==> config.mk <==
export PLATFORM = sky130hd
export DESIGN_NAME = switch_debounce
export DESIGN_NICKNAME = d
export VERILOG_FILES = /design/src/rtl/debounce_pkg.sv /design/src/rtl/sync_ff.sv /design/src/rtl/switch_debounce.sv
export SDC_FILE = /design/constraint.sdc
export NUM_CORES = 1
export LEC_CHECK = 0
export CORE_UTILIZATION = 33
export CTS_CLUSTER_SIZE = 30
export DETAILED_ROUTE_END_ITERATION = 6
export GPL_TIMING_DRIVEN = 0
export HOLD_SLACK_MARGIN = 0.02
export PLACE_DENSITY_LB_ADDON = 0.2
export SYNTH_ARGS = -nofsm -noshare
export SYNTH_HDL_FRONTEND = slang
export SYNTH_SLANG_ARGS = --single-unit
export TNS_END_PERCENT = 50
==> constraint.sdc <==
create_clock -name clk -period 2.65 [get_ports clk]
set_input_delay 0.53 -clock clk [delete_from_list [all_inputs] [get_ports clk]]
set_output_delay 0.53 -clock clk [all_outputs]
set_load 0.005 [all_outputs]
==> src/rtl/debounce_pkg.sv <==
// Shared definitions for switch debouncing logic.
// Provides the debouncer FSM state encoding and the default
// counter width and synchroniser depth.
package debounce_pkg;

  typedef enum logic [1:0] {
    ZERO  = 2'b00,
    WAIT1 = 2'b01,
    ONE   = 2'b10,
    WAIT0 = 2'b11
  } db_state_t;

  localparam int unsigned DEFAULT_N           = 20;
  localparam int unsigned DEFAULT_SYNC_STAGES = 2;

endpackage

==> src/rtl/sync_ff.sv <==
// Multi-stage flip-flop synchroniser for an asynchronous single-bit input.
// Every stage resets to 0.
//   clk   : destination clock
//   reset : asynchronous, active-high reset
//   d     : asynchronous input
//   q     : synchronised output, STAGES clk edges behind d
module sync_ff #(
  parameter int unsigned STAGES = 2
) (
  input  logic clk,
  input  logic reset,
  input  logic d,
  output logic q
);

  logic [STAGES-1:0] chain;

  always_ff @(posedge clk or posedge reset) begin
    if (reset) begin
      chain <= '0;
    end else begin
      chain <= {chain[STAGES-2:0], d};
    end
  end

  assign q = chain[STAGES-1];

endmodule

==> src/rtl/switch_debounce.sv <==
// Debounces a raw mechanical switch input. The input is first synchronised
// to clk. After that, a change of level is accepted only once it has held
// stable for 2**N cycles.
//   clk      : system clock, rising edge
//   reset    : asynchronous, active-high reset
//   sw       : raw switch input, asynchronous, may bounce
//   db_level : debounced level, decoded from registered state
//   db_busy  : high while a candidate transition is being timed
module switch_debounce
  import debounce_pkg::*;
#(
  parameter int unsigned N           = DEFAULT_N,
  parameter int unsigned SYNC_STAGES = DEFAULT_SYNC_STAGES
) (
  input  logic clk,
  input  logic reset,
  input  logic sw,
  output logic db_level,
  output logic db_busy
);

  localparam logic [N-1:0] CNT_STEP = 1;

  logic         sw_s;
  db_state_t    state, state_next;
  logic [N-1:0] cnt, cnt_next;

  sync_ff #(
    .STAGES(SYNC_STAGES)
  ) u_sync (
    .clk  (clk),
    .reset(reset),
    .d    (sw),
    .q    (sw_s)
  );

  always_ff @(posedge clk or posedge reset) begin
    if (reset) begin
      state <= ZERO;
      cnt   <= '0;
    end else begin
      state <= state_next;
      cnt   <= cnt_next;
    end
  end

  // A reversal of sw_s is tested before cnt==0, so a reversal arriving on the
  // final cycle of the window still aborts the transition.
  always_comb begin
    state_next = state;
    cnt_next   = cnt;
    case (state)
      ZERO: begin
        if (sw_s) begin
          cnt_next   = '1;
          state_next = WAIT1;
        end
      end
      WAIT1: begin
        if (!sw_s) begin
          state_next = ZERO;
        end else if (cnt == '0) begin
          state_next = ONE;
        end else begin
          cnt_next = cnt - CNT_STEP;
        end
      end
      ONE: begin
        if (!sw_s) begin
          cnt_next   = '1;
          state_next = WAIT0;
        end
      end
      WAIT0: begin
        if (sw_s) begin
          state_next = ONE;
        end else if (cnt == '0) begin
          state_next = ZERO;
        end else begin
          cnt_next = cnt - CNT_STEP;
        end
      end
      default: state_next = ZERO;
    endcase
  end

  // Outputs depend only on the state register, never combinationally on sw.
  assign db_level = (state == ONE) || (state == WAIT0);
  assign db_busy  = (state == WAIT1) || (state == WAIT0);

endmodule

==> results of run 1 <==
[final timing paths]
kind                                           startpoint                         to  cells after the start  slack (ns)
max in group asynchronous                           reset         cnt[1]$_DFFE_PP0P_                      2        1.32
worst max register to register         cnt[7]$_DFFE_PP0P_         cnt[6]$_DFFE_PP0P_                      6        0.13
min in group asynchronous                           reset        cnt[18]$_DFFE_PP0P_                      2        0.75
worst max-delay path                   cnt[7]$_DFFE_PP0P_         cnt[6]$_DFFE_PP0P_                      6        0.13
worst min-delay path            u_sync.chain[0]$_DFF_PP0_  u_sync.chain[1]$_DFF_PP0_                      0        0.39
worst min register to register  u_sync.chain[0]$_DFF_PP0_  u_sync.chain[1]$_DFF_PP0_                      0        0.39
[kinds of logic after synthesis]
logic type	Yosys count
simple gates	75
compound gates	37
flops	24
buf+inv	16
xor+xnor	2
fa+ha+maj	2
[state kept, by name, summed over array words and instances, names as in the netlist, named ones only]
| name | flops |
|---|---|
| cnt | 20 |
| u_sync.chain | 2 |
| state | 1 |
[worst max-delay path: cells and delay by family, from the launching register on]
| kind | cells | cell delay, ns |
|---|---|---|
| compound gates | 2 | 0.28 |
| simple gates | 3 | 1.53 |
| flops | 1 | 0.45 |
| buf+inv | 1 | 0.15 |
[cell type report]
cell class / instances / area [sq um]
timing repair buffer: 4 / 40.0
multi-input combinational: 116 / 718
sequential: 24 / 601
buffer: 9 / 41.3
tap: 50 / 62.6
inverter: 7 / 26.3
clock buffer: 3 / 41.3
fill: 419 / 2500
[cell usage after synthesis, types with 2 or more instances]
master | instances | area, sq um
nand2b_1 | 5 | 31.3
o21ai_0 | 4 | 20.0
nor3_1 | 11 | 55.1
nor4_1 | 4 | 25.0
dfrtp_1 | 24 | 601
nand3_1 | 4 | 20.0
o41ai_1 | 2 | 17.5
nor2_1 | 16 | 60.1
clkbuf_1 | 8 | 30.0
nand4_1 | 5 | 31.3
o311a_1 | 2 | 20.0
ha_1 | 2 | 25.0
nand2_1 | 12 | 45.0
a211oi_1 | 3 | 22.5
a41oi_1 | 3 | 26.3
or3_1 | 5 | 31.3
or4_1 | 2 | 15.0
a21oi_1 | 7 | 35.0
or4_4 | 2 | 22.5
o221a_2 | 3 | 33.8
o21ai_1 | 2 | 10.0
inv_1 | 7 | 26.3
a31oi_1 | 5 | 31.3
[routing by layer]
layer  track usage  part of all wire
met5             0                 0
met4        0.0479            0.0081
met3        0.0257             0.030
met2         0.265              0.47
met1         0.237              0.50
[report_power, final]
part / internal [mW] / switching [mW] / leakage, nW / total [mW]
combinational: 0.0526 / 0.0682 / 0.256 / 0.121
clock: 0.102 / 0.118 / 0.0216 / 0.220
sequential: 0.405 / 0.0416 / 0.238 / 0.446
total: 0.559 / 0.228 / 0.515 / 0.787
==> reports/summary.txt, run 1 <==
status: completed
most common cell after layout, fill and taps aside: dfrtp_1
Worst-path clk slew: 0.08 ns
share of cells above drive strength 1: 0.0675
Pre-Repair DR Iteration Count: 4
Post-synth ARST share: 1.00
largest net degree at the start of global routing: 25
fin util: 0.380
flops & latches, synth: 24
Initial Util: 0.344
number of global-route vias before repair: 1,136
crit path cell chain: or4_4 -> or3_1 -> buf_6 -> or4_4 -> a41oi_1 -> o21ai_1
synthesized cell area: 1390 sq um
Synth Area in XOR/XNOR: 0.0126
DR iter-0 viols: 58
Post-CTS Resized: 0
clock buffer depth: 2
most frequent cells in the layout: dfrtp_1 (24), nor2_1 (16), nand2_1 (12)
gate count of the mapped netlist: 156
Syn Nets: 161
CTS tree: built
antenna cells: 0
total number of vias: 1,204
VDD IR max: 0.297 mV
Post-Place Cells: 210
dpl ws: 0.142 ns
Power Total: 0.787 mW
predominant post-synthesis flop cell: dfrtp_1
grt total ovfl: 0
area grow syn2layout: 10.4%
number of synthesized flops with an enable pin: 0
final setup fails: 0
P_leak: 0.515 nW
maxcap violations: 0
fin nets: 170
core area: 4030 sq um
RSZ-0062 raised after global routing: false
Sink Count: 24
post-route ant nets: 0
period utilization: 0.951
fin cells: 213
most used cell, CP: or4_4
H-tree depth: 1
drt total wl: 3330 um
Setup CP Type: register to register
Rows: 23
slowest stage delay, CP: 0.58 ns
Post-Synth Adder-Cell Area: 0.0181
dpl cell area: 1490 sq um
Slew HR: 0.385
Crit. End Element: register
CP Launch Type: register
Buffers on Ports: 4
die area: 4460 sq um
yosys synthesis warning count: 0
setup tns final: 0 ns
Critical Path RT: 2.81 ns
HP Class: register to register
CTS Root Cell: clkbuf_8
Final Hold Viols: 0
min Tclk post-route: 2.52 ns
CP max stage cell: or4_4
mux contribution to synthesized area: 0
worst path arrival time: 2.68 ns
setup bufs post-CTS: 0
initial antenna violation count: 0
setup ws final: 0.129 ns
Num CTS Buffers: 3
final hold slack: 0.388 ns
num ports: 5
Max Slew Vio Count: 0
die width: 66.8 um
Die H: 66.8 um
largest family of logic cells by synthesized area: simple AND/OR/NAND/NOR gates
placed wire-length estimate: 2320 um
DRC: 0
first-pass GRT wire length: 5550 um
register area share after synthesis: 0.433
Worst Max-Slew Pin Slew: 0.921 ns
CTS Hold Buffers Added: 0
post-synthesis simple-gate area fraction: 0.295
Final Cell Area: 1530 sq um
power density over cell area: 514 nW/um^2
Clock Latency Late Sink: 0.27 ns
crit-path max FO: 8
wire per inst: 15.6 um
drt via density: 5.65
syn avg cell area: 8.89 sq um
Compound-Gate Fraction of Synth Area: 0.192
Distinct cells, synth: 41
final clock skew: 0.00375 ns
gr usage total: 0.168
Max Freq: 0.397 GHz
RePlAce Congestion: 0.792
(Power assumes the default switching activity.)
==> run 2, diff against run 1 <==
CORE_ASPECT_RATIO = 1.2   (was not set)
==> reports/summary.txt, run 2 (synthesis gave the netlist of run 1 again) <==
status: completed (unchanged)
biggest regs: cnt x20, u_sync.chain x2, state x1 (unchanged)
largest net degree at the start of global routing: 25 (unchanged)
worst hold start: u_sync.chain[0]$_DFF_PP0_ (unchanged)
DRC: 0 (unchanged)
most frequent cells in the layout: dfrtp_1 (24), nor2_1 (16), nand2_1 (12) (unchanged)
CTS Root Cell: clkbuf_8 (unchanged)
Die H: 73 um (was 66.8 um)
crit path buf inv count: 1 (unchanged)
setup tns final: 0 ns (unchanged)
initial antenna violation count: 0 (unchanged)
drt via density: 5.68 (was 5.65)
Sw Ratio: 0.282 (was 0.290)
CP max stage cell: or4_4 (unchanged)
fillers: 430 (was 419)
power density over cell area: 527 nW/um^2 (was 514 nW/um^2)
Crit. End Element: register (unchanged)
die area: 4470 sq um (was 4460 sq um)
register area: 601 sq um (unchanged)
most common cell after layout, fill and taps aside: dfrtp_1 (unchanged)
area grow syn2layout: 12.4% (was 10.4%)
number of global-route vias before repair: 1,227 (was 1,136)
maxcap violations: 0 (unchanged)
Int Pwr: 0.590 mW (was 0.559 mW)
Sw Pwr: 0.231 mW (was 0.228 mW)
antenna cells: 0 (unchanged)
placed wire-length estimate: 2380 um (was 2320 um)
Post-CTS Resized: 0 (unchanged)
CTS Hold Buffers Added: 0 (unchanged)
Pre-Repair DR Iteration Count: 4 (unchanged)
Max Freq: 0.394 GHz (was 0.397 GHz)
clock network power share: 0.309 (was 0.279)
num ports: 5 (unchanged)
Num CTS Buffers: 3 (unchanged)
crit path cell chain: or4_4 -> or3_1 -> buf_6 -> or4_4 -> a41oi_1 -> o21ai_1 (unchanged)
Multi-input gate area: 727 sq um (was 718 sq um)
R2R cell count: 6 (unchanged)
total number of vias: 1,239 (was 1,204)
Worst-path clk slew: 0.09 ns (was 0.08 ns)
critical path depth: 6 (unchanged)
Max Slew Vio Count: 0 (unchanged)
setup bufs post-CTS: 0 (unchanged)
RePlAce Congestion: 0.819 (was 0.792)
worst r2r src: cnt[7]$_DFFE_PP0P_ (unchanged)
max reg flops: 20 (unchanged)
fin util: 0.392 (was 0.380)
period utilization: 0.958 (was 0.951)
gr usage total: 0.170 (was 0.168)
min Tclk post-route: 2.54 ns (was 2.52 ns)
slowest stage delay, CP: 0.58 ns (about the same)
final hold slack: 0.361 ns (was 0.388 ns)
clock buffer depth: 2 (unchanged)
VDD IR max: 0.226 mV (was 0.297 mV)
Buffers on Ports: 4 (unchanged)
grt total ovfl: 0 (unchanged)
Sink Count: 24 (unchanged)
crit-path max FO: 8 (unchanged)
most used cell, CP: or4_4 (unchanged)
wire per inst: 15.3 um (was 15.6 um)
Critical path origin: cnt[7]$_DFFE_PP0P_ (unchanged)
Critical Path RT: 2.81 ns (about the same)
core area: 3970 sq um (was 4030 sq um)
HP Class: register to register (unchanged)
sequential share of power: 0.544 (was 0.567)
first-pass GRT wire length: 5660 um (was 5550 um)
share of total power in combinational logic: 0.147 (was 0.153)
Initial Util: 0.349 (was 0.344)
P_leak: 0.539 nW (was 0.515 nW)
reg2reg end: cnt[6]$_DFFE_PP0P_ (unchanged)
DR iter-0 viols: 35 (was 58)
Final Hold Viols: 0 (unchanged)
Worst Max-Slew Pin Slew: 0.937 ns (was 0.921 ns)
fin nets: 170 (unchanged)
worst path arrival time: 2.70 ns (was 2.68 ns)
final clock skew: 0.00542 ns (was 0.00375 ns)
CP Launch Type: register (unchanged)
Rows: 25 (was 23)
r2r setup slk: 0.11 ns (was 0.13 ns)
Slew HR: 0.375 (was 0.385)
CTS tree: built (unchanged)
die width: 61.2 um (was 66.8 um)
Clock Latency Late Sink: 0.27 ns (about the same)
Largest Register: cnt (unchanged)
RSZ-0062 raised after global routing: false (unchanged)
WHS Path Cells: 0 (unchanged)
WHS Endpoint: u_sync.chain[1]$_DFF_PP0_ (unchanged)
share of cells above drive strength 1: 0.0732 (was 0.0675)
post-route ant nets: 0 (unchanged)
delay-heaviest family, CP: simple AND/OR/NAND/NOR gates (unchanged)
drt total wl: 3340 um (was 3330 um)
H-tree depth: 1 (unchanged)
Setup CP Type: register to register (unchanged)
final setup fails: 0 (unchanged)
## run 2: cell count changes in the layout (fill, tap and decap cells not counted)
cell / change
clkbuf_8: +1
nor4_4: +1
nor4_2: -1
## run 2: worst max-delay path by stage
stage / to
final: cnt[6]$_DFFE_PP0P_
after detailed placement: cnt[0]$_DFFE_PP0P_
after CTS: cnt[7]$_DFFE_PP0P_
after global placement: cnt[2]$_DFFE_PP0P_
after global routing: cnt[6]$_DFFE_PP0P_
after floorplan: cnt[6]$_DFFE_PP0P_
## run 2: per-stage QoR
step / cell area, sq um / total power [mW] / std cells / setup WS, ns
after floorplan: 1390 / 0.536 / 156 / 0.264
after global placement: 1490 / 0.568 / 214 / 0.126
after detailed placement: 1490 / 0.576 / 214 / 0.130
after CTS: 1550 / 0.835 / 218 / 0.111
after global routing: 1560 / 0.868 / 218 / 0.0487
final: 1560 / 0.822 / 218 / 0.111
## run 2: worst reg2reg max path: stages (launching register included)
cell and delay (ns):
dfrtp_1 0.46, or4_4 0.58, or3_1 0.38, buf_6 0.15
or4_4 0.57, a41oi_1 0.20, o21ai_1 0.08
## run 2: power by group through the flow
stage                     Sequential (mW)  Combinational [mW]  Clock (mW)
after floorplan                     0.442              0.0943           0
after global placement              0.450               0.118           0
after detailed placement            0.453               0.123           0
after CTS                           0.446               0.123       0.266
after global routing                0.454               0.138       0.276
final                               0.447               0.120       0.254
## run 2: final cells by class
class,count,area share
plain buffers,9,0.0265
clock buffers,4,0.0353
inverters,7,0.0169
multi-input cells,116,0.467
flip-flops and latches,24,0.386
well taps,54,0.0434
repair buffers,4,0.0257
## run 2: metal layers
metal | share of wire | routed length, um | GRT usage
met1 | 0.43 | 1440 | 0.196
met2 | 0.54 | 1790 | 0.310
met3 | 0.015 | 50 | 0.0230
met4 | 0.016 | 54 | 0.0631
met5 | 0 | 0 | 0
==> run 3, diff against run 2 <==
CORE_UTILIZATION = 59   (was 33)
PLACE_DENSITY_LB_ADDON = 0.12   (was 0.2)
SKIP_LAST_GASP = 1   (was not set)
==> reports/summary.txt, run 3 (synthesis gave the netlist of run 1 again) <==
crit-path max FO: 8 (unchanged)
Largest Register: cnt (unchanged)
Rows: 18 (was 25)
area grow syn2layout: 8.21% (was 12.4%)
final clock skew: 0.00660 ns (was 0.00542 ns)
Num CTS Buffers: 3 (unchanged)
RePlAce Congestion: 0.847 (was 0.819)
VDD IR max: 0.432 mV (was 0.226 mV)
final hold slack: 0.378 ns (was 0.361 ns)
min Tclk post-route: 2.51 ns (was 2.54 ns)
share of cells above drive strength 1: 0.0732 (unchanged)
met2 Use GR: 0.465 (was 0.310)
Post-Place Cells: 190 (was 214)
maxcap violations: 0 (unchanged)
fin cells: 194 (was 218)
Crit. End Element: register (unchanged)
Pre-Repair DR Iteration Count: 4 (unchanged)
DRC: 0 (unchanged)
GRT Max-Usage Layer: met2 (unchanged)
number of global-route vias before repair: 1,179 (was 1,227)
CTS Root Cell: clkbuf_4 (was clkbuf_8)
initial antenna violation count: 0 (unchanged)
core area: 2140 sq um (was 3970 sq um)
GR met1 Demand/Resource: 0.344 (was 0.196)
H-tree depth: 1 (unchanged)
first-pass GRT wire length: 5020 um (was 5660 um)
CTS Hold Buffers Added: 0 (unchanged)
HP Class: register to register (unchanged)
grt total ovfl: 0 (unchanged)
DR iter-0 viols: 34 (was 35)
die area: 2550 sq um (was 4470 sq um)
fin nets: 170 (unchanged)
Post-CTS Resized: 0 (unchanged)
power density over cell area: 507 nW/um^2 (was 527 nW/um^2)
Final Hold Viols: 0 (unchanged)
biggest regs: cnt x20, u_sync.chain x2, state x1 (unchanged)
worst path arrival time: 2.72 ns (was 2.70 ns)
placed wire-length estimate: 2130 um (was 2380 um)
Setup CP Type: register to register (unchanged)
most common cell after layout, fill and taps aside: dfrtp_1 (unchanged)
setup tns final: 0 ns (unchanged)
period utilization: 0.948 (was 0.958)
gr usage total: 0.274 (was 0.170)
Initial Util: 0.648 (was 0.349)
largest net degree at the start of global routing: 25 (unchanged)
setup bufs post-CTS: 0 (unchanged)
M3 GR Usage: 0.0260 (was 0.0230)
CTS tree: built (unchanged)
Max Freq: 0.398 GHz (was 0.394 GHz)
fin util: 0.701 (was 0.392)
Clock Latency Late Sink: 0.31 ns (was 0.27 ns)
drt total wl: 3020 um (was 3340 um)
max reg flops: 20 (unchanged)
Buffers on Ports: 4 (unchanged)
status: completed (unchanged)
drt via density: 6.59 (was 5.68)
CP Launch Type: register (unchanged)
num ports: 5 (unchanged)
die width: 46.3 um (was 61.2 um)
RSZ-0062 raised after global routing: false (unchanged)
Worst Max-Slew Pin Slew: 0.920 ns (was 0.937 ns)
setup ws final: 0.138 ns (was 0.111 ns)
dpl ws: 0.153 ns (was 0.130 ns)
Worst-path clk slew: 0.13 ns (was 0.09 ns)
Sink Count: 24 (unchanged)
final setup fails: 0 (unchanged)
P_leak: 0.515 nW (was 0.539 nW)
wire per inst: 15.6 um (was 15.3 um)
Critical Path RT: 2.86 ns (was 2.81 ns)
Die H: 55.1 um (was 73 um)
Max Slew Vio Count: 0 (unchanged)
Slew HR: 0.386 (was 0.375)
post-route ant nets: 0 (unchanged)
total number of vias: 1,279 (was 1,239)
most frequent cells in the layout: dfrtp_1 (24), nor2_1 (16), nand2_1 (12) (unchanged)
antenna cells: 0 (unchanged)
clock buffer depth: 2 (unchanged)
==> run 3: cell counts in the layout (fill, tap and decap cells not counted) <==
Identical to the previous run, type by type.
==> run 3: cell type report <==
type / count / area, sq um
plain buffers: 9 / 41.3
clock buffers: 4 / 36.3
fillers: 170 / 639
inverters: 7 / 26.3
multi-input cells: 116 / 718
flip-flops and latches: 24 / 601
well taps: 30 / 37.5
repair buffers: 4 / 40.0
==> run 3: stage by stage <==
| step | power [mW] | area [sq um] |
|---|---|---|
| floorplan | 0.536 | 1390 |
| global placement | 0.564 | 1460 |
| detailed placement | 0.572 | 1460 |
| CTS | 0.760 | 1500 |
| global route | 0.798 | 1500 |
| finish | 0.760 | 1500 |
==> run 3: critical path: stages (launching register included) <==
cell,delay (ns)
dfrtp_1,0.47
or4_4,0.58
or3_1,0.37
buf_6,0.15
or4_4,0.57
a41oi_1,0.19
o21ai_1,0.08
==> run 3: final timing paths <==
check | slack [ns] | end | start | depth (start not counted)
min | 0.38 | u_sync.chain[1]$_DFF_PP0_ | u_sync.chain[0]$_DFF_PP0_ | 0
max reg2reg | 0.14 | cnt[6]$_DFFE_PP0P_ | cnt[7]$_DFFE_PP0P_ | 6
max | 0.14 | cnt[6]$_DFFE_PP0P_ | cnt[7]$_DFFE_PP0P_ | 6
min reg2reg | 0.38 | u_sync.chain[1]$_DFF_PP0_ | u_sync.chain[0]$_DFF_PP0_ | 0
min in group asynchronous | 0.70 | cnt[14]$_DFFE_PP0P_ | reset | 2
max in group asynchronous | 1.39 | cnt[7]$_DFFE_PP0P_ | reset | 2
==> run 3: report_power, final <==
group          switching (mW)  internal [mW]  total, mW
logic                  0.0674         0.0521      0.120
registers              0.0418          0.405      0.447
clock network           0.110         0.0839      0.194
==> run 3: metal layers <==
layer / share of wire / up-vias
li1: - / 603
met1: 0.45 / 623
met2: 0.49 / 45
met3: 0.039 / 8
met4: 0.017 / 0
met5: 0 / -
